===== config.mk =====
export PLATFORM = sky130hd
export DESIGN_NAME = fifo_sync
export DESIGN_NICKNAME = d
export VERILOG_FILES = /design/src/rtl/fifo_sync.sv
export SDC_FILE = /design/constraint.sdc
export NUM_CORES = 1
export LEC_CHECK = 0
export BUFFER_PORTS_ARGS = -buffer_cell sky130_fd_sc_hd__buf_2
export CAP_MARGIN = 20
export CORE_UTILIZATION = 54
export CTS_BUF_LIST = sky130_fd_sc_hd__clkbuf_8 sky130_fd_sc_hd__clkbuf_16
export DETAILED_ROUTE_END_ITERATION = 6
export GPL_TIMING_DRIVEN = 1
export PLACE_DENSITY_LB_ADDON = 0.15
export SLEW_MARGIN = 10
export SYNTH_ARGS = -nofsm -noshare
export SYNTH_HDL_FRONTEND = slang
export SYNTH_SLANG_ARGS = --single-unit

===== constraint.sdc =====
create_clock -name clk -period 2.8 [get_ports clk]
set_clock_uncertainty 0.15 [all_clocks]
set_input_delay 0.14 -clock clk [delete_from_list [all_inputs] [get_ports clk]]
set_output_delay 0.14 -clock clk [all_outputs]
set_load 0.05 [all_outputs]

===== src/rtl/fifo_sync.sv =====
// Synchronous single-clock FIFO with occupancy counter, derived status flags,
// sticky overflow/underflow flags and optional overwrite-oldest behaviour.
module fifo_sync #(
   parameter int DATO_WIDTH  = 8,
   parameter int FIFO_LENGTH = 16,
   parameter int AF_LEVEL    = FIFO_LENGTH - 1,
   parameter int AE_LEVEL    = 1,
   parameter int OVERWRITE   = 0
) (
   input  logic                                 clk,
   input  logic                                 rst,
   input  logic                                 wr,
   input  logic [DATO_WIDTH-1:0]                datin,
   input  logic                                 rd,
   input  logic                                 clr_err,
   output logic [DATO_WIDTH-1:0]                datout,
   output logic                                 full,
   output logic                                 empy,
   output logic                                 dato,
   output logic                                 afull,
   output logic                                 aempty,
   output logic [$clog2(FIFO_LENGTH+1)-1:0]     count,
   output logic                                 ovf,
   output logic                                 udf
);

   localparam int PW = $clog2(FIFO_LENGTH);
   localparam int CW = $clog2(FIFO_LENGTH + 1);
   localparam logic [PW-1:0] PTR_LAST = PW'(FIFO_LENGTH - 1);
   localparam logic [CW-1:0] CNT_FULL = CW'(FIFO_LENGTH);

   logic [DATO_WIDTH-1:0] mem_q [FIFO_LENGTH];

   logic [PW-1:0]         wr_ptr_q, wr_ptr_d;
   logic [PW-1:0]         rd_ptr_q, rd_ptr_d;
   logic [CW-1:0]         count_q, count_d;
   logic [DATO_WIDTH-1:0] datout_q, datout_d;
   logic                  ovf_q, ovf_d;
   logic                  udf_q, udf_d;
   logic                  mem_we;
   logic                  set_ovf, set_udf;
   logic                  is_empty, is_full;
   logic [DATO_WIDTH-1:0] rd_data;

   // Pointers wrap explicitly so non-power-of-two depths work.
   function automatic logic [PW-1:0] ptr_inc(input logic [PW-1:0] p);
      return (p == PTR_LAST) ? '0 : p + PW'(1);
   endfunction

   assign is_empty = (count_q == '0);
   assign is_full  = (count_q == CNT_FULL);
   assign rd_data  = mem_q[rd_ptr_q];

   always_comb begin
      wr_ptr_d = wr_ptr_q;
      rd_ptr_d = rd_ptr_q;
      count_d  = count_q;
      datout_d = datout_q;
      mem_we   = 1'b0;
      set_ovf  = 1'b0;
      set_udf  = 1'b0;

      if (wr && rd) begin
         if (is_empty) begin
            // Bypass: nothing stored, the write goes straight to the output.
            datout_d = datin;
         end else begin
            datout_d = rd_data;
            mem_we   = 1'b1;
            wr_ptr_d = ptr_inc(wr_ptr_q);
            rd_ptr_d = ptr_inc(rd_ptr_q);
         end
      end else if (wr) begin
         if (!is_full) begin
            mem_we   = 1'b1;
            wr_ptr_d = ptr_inc(wr_ptr_q);
            count_d  = count_q + CW'(1);
         end else begin
            set_ovf = 1'b1;
            if (OVERWRITE != 0) begin
               // Full means wr_ptr == rd_ptr: the new word replaces the oldest.
               mem_we   = 1'b1;
               wr_ptr_d = ptr_inc(wr_ptr_q);
               rd_ptr_d = ptr_inc(rd_ptr_q);
            end
         end
      end else if (rd) begin
         if (!is_empty) begin
            datout_d = rd_data;
            rd_ptr_d = ptr_inc(rd_ptr_q);
            count_d  = count_q - CW'(1);
         end else begin
            set_udf = 1'b1;
         end
      end

      ovf_d = (ovf_q & ~clr_err) | set_ovf;
      udf_d = (udf_q & ~clr_err) | set_udf;
   end

   always_ff @(posedge clk or negedge rst) begin
      if (!rst) begin
         wr_ptr_q <= '0;
         rd_ptr_q <= '0;
         count_q  <= '0;
         datout_q <= '0;
         ovf_q    <= 1'b0;
         udf_q    <= 1'b0;
      end else begin
         wr_ptr_q <= wr_ptr_d;
         rd_ptr_q <= rd_ptr_d;
         count_q  <= count_d;
         datout_q <= datout_d;
         ovf_q    <= ovf_d;
         udf_q    <= udf_d;
      end
   end

   // Storage is not reset; count gating keeps stale words unreachable.
   always_ff @(posedge clk) begin
      if (mem_we) begin
         mem_q[wr_ptr_q] <= datin;
      end
   end

   assign datout = datout_q;
   assign count  = count_q;
   assign ovf    = ovf_q;
   assign udf    = udf_q;
   assign empy   = is_empty;
   assign full   = is_full;
   assign dato   = !is_empty;
   assign afull  = (int'(count_q) >= AF_LEVEL);
   assign aempty = (int'(count_q) <= AE_LEVEL);

endmodule


==> run_results.csv, run 1 <==
group,metric,value,unit
power,p_clk_frac,0.292,
timing,rsz0062_at_grt,"no",
clock_network,numCtsBuffers,17,
power,net-switching-power,0.002584,W
placed_design,gp_congestion,0.7603,
clock_network,cts_buffer_depth,2,
routing,ant_nets,0,
worst_setup_path,endpoint_kind,"register",
timing,tightest_slew,0.5932,ns
synthesis,synthXorXnorAreaFrac,0.009716,
synthesis,yosys-top-cells-area,"edfxtp_1, dfrtp_1, mux2i_1",
floorplan,pin_count,33,
routing,via_per_inst,5.845,
synthesis,yosys_warnings,0,
floorplan,die_y,110.1,um
worst_setup_path,crit_type,"register to register",
finish,area_growth,16.86,%
worst_setup_path,critPathLaunch,"count[0]",
placed_design,hpwl,8427,um
synthesis,synth_cells,387,
timing,slew_headroom,0.6033,
timing,setup_violations,0,
synthesis,synth_edf_count,128,
worst_setup_path,worstPathRequired,2.78,ns
global_route,grt_pass1_wl,18930,um
synthesis,synth_area,0.006310,sq mm
routing,num_vias,3513,
placed_design,placed_cells,563,
floorplan,fp-row-count,39,
synthesis,seq_area_frac_synth,0.7004,
global_route,overflow,0,
clock_network,htree_levels,4,
timing,tns,0,ns
synthesis,synth_nets,410,
worst_setup_path,cp_max_fo,10,
outcome,status,"finished clean",
floorplan,dieArea,0.01212,sq mm
synthesis,synth_top_area_share,0.6092,
timing,finalCritPeriodShare,0.8334,
finish,drive_above_1_share,0.2445,
power,sequentialPowerShare,0.395,
global_route,grt_max_degree,39,
timing,hold_viol_final,0,
clock_network,cts.clk_slew.worst_paths,0.06,ns
worst_hold_path,worstHoldPathType,"input port to register",
worst_setup_path,rr_startpoint,"count[0]",
routing,wl_per_cell,21.23,um
synthesis,synth_top_family_by_area,"multiplexers",
power,peakVddDrop,1.172,mV
routing,dr.pass1.iters,7,
synthesis,synth_seq_cells,151,
timing,maxSlewViolCount,0,
timing,max_freq,0.4285,GHz
power,power.density,1058,mW/mm^2
synthesis,yosys.area_share.simple,0.06385,
synthesis,yosys-mux-area-fraction,0.1257,
worst_setup_path,critPathArrivalTime,2.31,ns
synthesis,synth_compound_area_frac,0.05433,
routing,wl,12760,um
floorplan,core,0.01142,sq mm
worst_setup_path,start_kind,"register",
power,p_int,0.005219,W
clock_network,cts_tree,"yes",
clock_network,insertion_delay,0.42,ns
timing,period_needed,2.334,ns
power,combPwrFrac,0.313,
clock_network,cts_setup_buffers,0,
global_route,grt_pass1_vias,3361,
finish,nets,469,
floorplan,start_util,0.5526,
power,p_leak,2.762,nW
global_route,grt_util_all_layers,0.2295,
power,switching_share,0.3311,
synthesis,yosys.area.top_type,"edfxtp_1",
routing,drc,0,
placed_design,portBuffers,32,
global_route,antenna_found_initial,0,
synthesis,synthFlopType,"edfxtp_1",
synthesis,syn_avg_cell_area,16.30,sq um
job,max_cap_violations,0,
synthesis,synth.distinct_cells,38,
synthesis,ys_async_sr_fraction,0.1523,
synthesis,synth-adder-area-share,0.01983,
timing,hold-worst-slack,0.02011,ns
routing,drt_iter0_markers,326,
finish,fin_cells,601,
clock_network,cts_sinks,151,
worst_hold_path,hold_start,"datin[0]",
clock_network,root_buffer,"clkbuf_16",
finish,diodes,0,
floorplan,die_w,110.1,um
-- layout make-up --
cell class                 instances  area [sq um]
clock buffer                      17         425.4
timing repair buffer              60         412.9
inverter                          10         40.04
fill                             834          4045
sequential                       151          4423
tap                              143         178.9
multi-input combinational        206          1725
clock inverter                    14         167.7
-- power by group through the flow --
stage / registers [W] / clock network, W / logic (W)
floorplan: 0.00330 / 0 / 0.00161
global placement: 0.00310 / 0 / 0.00242
detailed placement: 0.00312 / 0 / 0.00245
CTS: 0.00308 / 0.00232 / 0.00247
global route: 0.00311 / 0.00240 / 0.00264
finish: 0.00308 / 0.00228 / 0.00245
-- logic make-up after synthesis --
kind of cell    Yosys count
flops                   151
simple gates             78
mux                      59
compound gates           52
buf+inv                  30
fa+ha+maj                10
xor+xnor                  7
-- cell usage in the layout, fill, tap and decap left out, types with 7 or more instances in the layout --
cell type	count
a211oi_1	8
a31oi_1	9
and3_1	9
buf_2	32
buf_4	19
clkbuf_16	17
dfrtp_1	20
dlygate4sd3_1	7
edfxtp_1	128
ha_1	10
inv_1	12
mux2i_1	41
mux4_2	16
nand2_1	13
nand3_1	7
nor2_1	25
o22ai_1	19
or2_2	8
-- cells in the mapped netlist, types with 4 or more instances --
library cell,instances
nand2b_1,4
or2_2,8
o21ai_0,5
buf_2,5
xnor2_1,4
nor2_1,25
ha_1,10
inv_1,9
nand3_1,7
buf_6,6
o22ai_1,19
and3_1,9
a31oi_1,9
nand2_1,13
edfxtp_1,128
a21oi_1,4
mux4_2,16
dfrtp_1,23
a211oi_1,8
mux2i_1,41
nor3_1,5
clkbuf_1,7
-- sequential cells by signal (all words and copies together), names as in the netlist --
name / flops
count: 5
datout: 8
mem_q: 128
ovf: 1
rd_ptr_q: 4
udf: 1
wr_ptr_q: 4
-- layer usage --
metal  track usage  wire (um)  vias to the layer above
met5             0          0                        -
met2        0.3473       5961                      121
li1              -          -                     1626
met4       0.09023        213                        0
met3       0.05820        711                       16
met1        0.3216       5870                     1750
-- critical path, cell delays in order (launching register included) --
cell and delay [ns]:
dfrtp_2 0.42, inv_1 0.10, ha_1 0.25, a31oi_2 0.47, nand2_1 0.26, nor3_1 0.19, buf_4 0.20
-- what timing repair did --
action / in CTS / in global routing
setup endpoints to repair: 0 / 0
hold buffers: 7 / 0
hold endpoints to repair: 84 / 0
gates resized for setup: 0 / 0
-- final timing paths --
check | endpoint | slack (ns) | cells past startpoint
min in group asynchronous | rd_ptr_q[2] | 0.09 | 2
worst max-delay path | mem_q[3][2] | 0.47 | 6
worst min-delay path | mem_q[8][0] | 0.02 | 1
worst min register to register | ovf | 0.38 | 2
max in group asynchronous | count[0] | 2.00 | 2
worst max register to register | mem_q[3][2] | 0.47 | 6
-- stage by stage --
step                power (W)    util  worst slack (ns)  instance area (sq um)
floorplan            0.004908       -           0.01654                   6315
global placement     0.005518  0.5877            0.6337                   6710
detailed placement   0.005572  0.5877            0.5193                   6710
CTS                  0.007860  0.6457            0.4952                   7373
global route         0.008149  0.6457            0.3291                   7373
finish               0.007803  0.6457            0.4665                   7373
No activity file was read; power rests on OpenSTA's default activity.
==> inputs of run 2 (changes only) <==
clock period = 2.1 ns   (was 2.8 ns; I/O delays follow)
==> run_results.csv, run 2 (same netlist as run 1, synthesis figures left out) <==
group,metric,value,unit
outcome,status,"finished clean",
clock_network,htree_levels,4,
worst_setup_path,crit_path_cell_trace,"inv_2 -> ha_4 -> a31oi_2 -> nand2_1 -> nor3_4 -> buf_12",
timing,worst_slack,0.005249,ns
routing,wl_per_cell,21.89,um
power,sequentialPowerShare,0.367,
clock_network,cts.clk_slew.worst_paths,0.06,ns
finish,nets,481,
finish,layout_commonest_cell,"edfxtp_1",
timing,hold-worst-slack,0.05548,ns
placed_design,hpwl,8501,um
routing,drc,0,
power,p_clk_frac,0.273,
routing,num_vias,3557,
global_route,antenna_found_initial,0,
power,peakVddDrop,1.288,mV
clock_network,root_buffer,"clkbuf_16",
finish,largest_reg_flops,128,
placed_design,portBuffers,32,
timing,max_freq,0.4774,GHz
placed_design,place_area,0.006892,sq mm
placed_design,gp_congestion,0.7979,
timing,tns,0,ns
finish,final_cell_mix,"edfxtp_1, mux2i_1, buf_2, buf_4, o22ai_1",
routing,via_per_inst,5.803,
global_route,grt_pass1_wl,20380,um
floorplan,fp-row-count,39,
floorplan,dieArea,0.01212,sq mm
timing,slew_headroom,0.6322,
timing,maxSlewViolCount,0,
power,power.density,1404,mW/mm^2
clock_network,cts_buffer_depth,2,
finish,final_area,0.007641,sq mm
clock_network,numCtsBuffers,17,
global_route,met3_usage,0.05879,
power,p_leak,2.830,nW
global_route,grt_util_all_layers,0.2447,
global_route,overflow,0,
routing,ant_nets,0,
global_route,busiest_layer,"met2",
timing,setup_violations,0,
power,p_int,0.007072,W
finish,drive_above_1_share,0.3149,
finish,diodes,0,
global_route,use_met1,0.3418,
routing,drt_iter0_markers,283,
power,combPwrFrac,0.360,
global_route,grt_pass1_vias,3541,
global_route,met2_usage,0.3754,
worst_setup_path,endpoint_kind,"register",
timing,hold_viol_final,0,
placed_design,place_ws,-0.06098,ns
placed_design,placed_cells,567,
worst_setup_path,start_kind,"register",
timing,finalCritPeriodShare,0.9975,
worst_setup_path,crit_type,"register to register",
timing,period_needed,2.095,ns
routing,dr.pass1.iters,5,
floorplan,start_util,0.5526,
job,max_cap_violations,0,
timing,tightest_slew,0.5517,ns
worst_setup_path,cp_max_fo,8,
routing,wl,13420,um
finish,area_growth,21.10,%
timing,rsz0062_at_grt,"yes",
worst_setup_path,crit_slowest_cell,"dfrtp_2",
finish,fin_cells,613,
global_route,grt_max_degree,31,
clock_network,insertion_delay,0.42,ns
floorplan,die_y,110.1,um
clock_network,cts_tree,"yes",
floorplan,die_w,110.1,um
finish,nFillCells,792,
clock_network,cts_sinks,151,
worst_setup_path,worstPathRequired,2.09,ns
floorplan,pin_count,33,
worst_setup_path,critPathArrivalTime,2.08,ns
power,net-switching-power,0.003660,W
floorplan,core,0.01142,sq mm
power,switching_share,0.3410,
finish,largest_register,"mem_q",
worst_hold_path,worstHoldPathType,"input port to register",
worst_setup_path,slowest_delay,0.41,ns
run 2: repair_timing:
action                                  in CTS  in global routing
pin swaps                                    4                  1
endpoints found under the setup margin      33                 67
gates cloned                                 0                  0
hold buffers                                10                  0
buffers inserted                             4                  1
endpoints found under the hold margin      153                  0
resized for setup                            5                  1
run 2: area by class of cell:
class                      count  area [sq um]  share of cell area
tap                          143         178.9             0.02342
sequential                   151          4427              0.5793
inverter                      10         40.04            0.005240
clock inverter                14         141.4             0.01850
clock buffer                  17         425.4             0.05567
multi-input combinational    206          1843              0.2412
timing repair buffer          72         585.6             0.07663
run 2: final timing paths:
kind,slack (ns),endpoint,depth (start not counted),start
min in group asynchronous,0.08,udf,2,rst
worst max register to register,0.005,mem_q[0][7],6,count[1]
max in group asynchronous,1.32,rd_ptr_q[1],2,rst
worst max-delay path,0.005,mem_q[0][7],6,count[1]
worst min register to register,0.38,udf,2,udf
worst min-delay path,0.06,rd_ptr_q[3],4,rd
run 2: layer usage:
| layer | vias to the layer above | part of all wire |
|---|---|---|
| li1 | 1646 | - |
| met1 | 1782 | 0.43 |
| met2 | 110 | 0.48 |
| met3 | 19 | 0.067 |
| met4 | 0 | 0.017 |
| met5 | - | 0 |
run 2: stage by stage:
stage | total power [W] | util
floorplan | 0.006689 | -
global placement | 0.007723 | 0.6036
detailed placement | 0.007773 | 0.6036
CTS | 0.01078 | 0.6683
global route | 0.01123 | 0.6692
finish | 0.01073 | 0.6692
run 2: power groups by stage:
stage               Clock, W  Combinational (W)  Sequential [W]
detailed placement         0            0.00378         0.00399
finish               0.00293            0.00386         0.00394
floorplan                  0            0.00228         0.00441
global placement           0            0.00375         0.00397
CTS                  0.00297            0.00388         0.00394
global route         0.00310            0.00415         0.00398
run 2: worst max-delay path: cells and delay by family (launching register included):
family / cells / cell delay [ns]
AO/OA/AOI/OAI: 1 / 0.29
adder cells (fa/ha/maj): 1 / 0.17
buffers and inverters: 2 / 0.23
flip-flops: 1 / 0.41
AND/OR/NAND/NOR: 2 / 0.56
==> inputs of run 3 (changes only) <==
CELL_PAD_IN_SITES_DETAIL_PLACEMENT = 1   (was not set)
CELL_PAD_IN_SITES_GLOBAL_PLACEMENT = 1   (was not set)
CORE_UTILIZATION = 52   (was 54)
PLACE_DENSITY = 0.78   (was not set)
PLACE_DENSITY_LB_ADDON = not set   (was 0.15)
clock period = 2.3 ns   (was 2.1 ns; I/O delays follow)
==> run_results.csv, run 3 (same netlist as run 1, synthesis figures left out) <==
group,metric,value,unit
clock_network,insertion_delay,0.42,ns
routing,via_per_inst,5.959,
power,p_leak,2.774,nW
power,peakVddDrop,0.7202,mV
finish,largest_register,"mem_q",
global_route,grt_max_degree,31,
timing,rsz0062_at_grt,"no",
outcome,failed_checks,"DRC",
floorplan,dieArea,0.01258,sq mm
power,p_clk_frac,0.272,
clock_network,cts_tree,"yes",
global_route,grt_util_all_layers,0.2609,
finish,diodes,0,
power,net-switching-power,0.003492,W
finish,multi_input_area,0.001893,sq mm
power,combPwrFrac,0.356,
routing,topRoutingLayerUsed,"met4",
power,power.density,1306,mW/mm^2
finish,fin_util,0.6516,
finish,nets,470,
placed_design,hpwl,9641,um
placed_design,place_ws,0.09496,ns
timing,hold-worst-slack,0.005822,ns
routing,num_vias,3593,
timing,slew_headroom,0.6080,
job,max_cap_violations,0,
routing,drc,6,
global_route,grt_pass1_wl,23340,um
timing,hold_viol_final,0,
outcome,status,"complete, but fails checks",
routing,wl_met2,7618,um
finish,area_growth,19.93,%
timing,setup_violations,0,
finish,largest_reg_flops,128,
clock_network,root_buffer,"clkbuf_16",
worst_setup_path,crit_type,"register to register",
global_route,antenna_found_initial,0,
placed_design,portBuffers,32,
finish,final_cell_mix,"edfxtp_1, mux2i_1, buf_2, o22ai_1, dfrtp_1",
global_route,overflow,0,
finish,regArea,0.004425,sq mm
timing,worst_slack,0.1368,ns
timing,maxSlewViolCount,0,
routing,dr.pass1.iters,6,
worst_setup_path,cp_max_fo,7,
routing,ant_nets,0,
clock_network,htree_levels,4,
timing,tightest_slew,0.5881,ns
clock_network,cts_sinks,151,
routing,drt_iter0_markers,252,
power,sequentialPowerShare,0.372,
worst_setup_path,critPathArrivalTime,2.14,ns
finish,layout_commonest_cell,"edfxtp_1",
finish,drive_above_1_share,0.3000,
clock_network,cts_resized,0,
floorplan,pin_count,33,
floorplan,fp-row-count,39,
clock_network,cts_buffer_depth,2,
floorplan,die_y,112.2,um
worst_hold_path,worstHoldPathType,"input port to register",
worst_setup_path,worstPathRequired,2.28,ns
floorplan,die_w,112.2,um
floorplan,start_util,0.5433,
routing,met3_length,935,um
power,p_int,0.006391,W
worst_setup_path,start_kind,"register",
clock_network,cts.clk_slew.worst_paths,0.06,ns
routing,wl_per_cell,24.79,um
worst_setup_path,endpoint_kind,"register",
timing,max_freq,0.4623,GHz
timing,period_needed,2.163,ns
finish,nFillCells,1000,
placed_design,gp_congestion,0.8141,
routing,wl,14950,um
global_route,grt_pass1_vias,3928,
timing,finalCritPeriodShare,0.9405,
routing,wl_met1,6221,um
power,switching_share,0.3533,
clock_network,numCtsBuffers,17,
floorplan,core,0.01161,sq mm
==> run 3: cell types whose count changed in the layout (fill, tap and decap cells not counted), sizes merged <==
cell / previous run / this run
clkinvlp: 1 / 0
inv: 11 / 12
clkbuf: 18 / 17
dlygate4sd3: 10 / 8
clkinv: 9 / 10
buf: 61 / 53
==> run 3: final timing paths <==
check | cells after the start | slack [ns] | from | end
min | 1 | 0.006 | datin[6] | mem_q[10][6]
min reg2reg | 2 | 0.40 | udf | udf
max | 6 | 0.14 | count[0] | mem_q[3][0]
max reg2reg | 6 | 0.14 | count[0] | mem_q[3][0]
min in group asynchronous | 2 | 0.09 | rst | datout[3]
max in group asynchronous | 2 | 1.48 | rst | count[0]
==> run 3: metrics by stage <==
step	power, W	cells	setup TNS (ns)	cell area, sq um
5_1_grt	0.01029	603	0	7567
4_1_cts	0.009901	598	0	7492
3_5_place_dp	0.007138	558	0	6843
2_1_floorplan	0.006169	387	-5.607	6485
6_report	0.009883	603	0	7567
3_3_place_gp	0.006999	558	0	6843
==> run 3: power groups by stage <==
stage          Sequential [W]  Combinational (W)  Clock, W
2_1_floorplan         0.00402            0.00214         0
3_3_place_gp          0.00369            0.00331         0
3_5_place_dp          0.00371            0.00343         0
4_1_cts               0.00367            0.00350   0.00273
5_1_grt               0.00371            0.00375   0.00282
6_report              0.00367            0.00352   0.00269
==> run 3: per-layer routing <==
metal / vias up / track usage
met1: 1833 / 0.3492
met2: 118 / 0.4302
li1: 1624 / -
met5: - / 0
met4: 0 / 0.08533
met3: 18 / 0.05616
==> run 3: layout make-up <==
cell class / count / area share
flip-flops and latches: 151 / 0.5848
multi-input cells: 206 / 0.2502
repair buffers: 61 / 0.06085
clock buffers: 17 / 0.05622
well taps: 143 / 0.02364
clock inverters: 15 / 0.01901
inverters: 10 / 0.005291
==> run 3: repair_timing <==
| action | 4_1_cts | 5_1_grt |
|---|---|---|
| buffers inserted | 0 | 5 |
| endpoints found under the setup margin | 0 | 31 |
| hold endpoints to repair | 112 | 0 |
| hold buffers | 8 | 0 |
==> run 3: worst max-delay path, stage by stage, from the launching register on <==
cell and delay (ns):
dfrtp_2 0.43, inv_2 0.08, ha_4 0.17, a31oi_2 0.36, nand2_2 0.28, nor3_4 0.23
buf_4 0.17
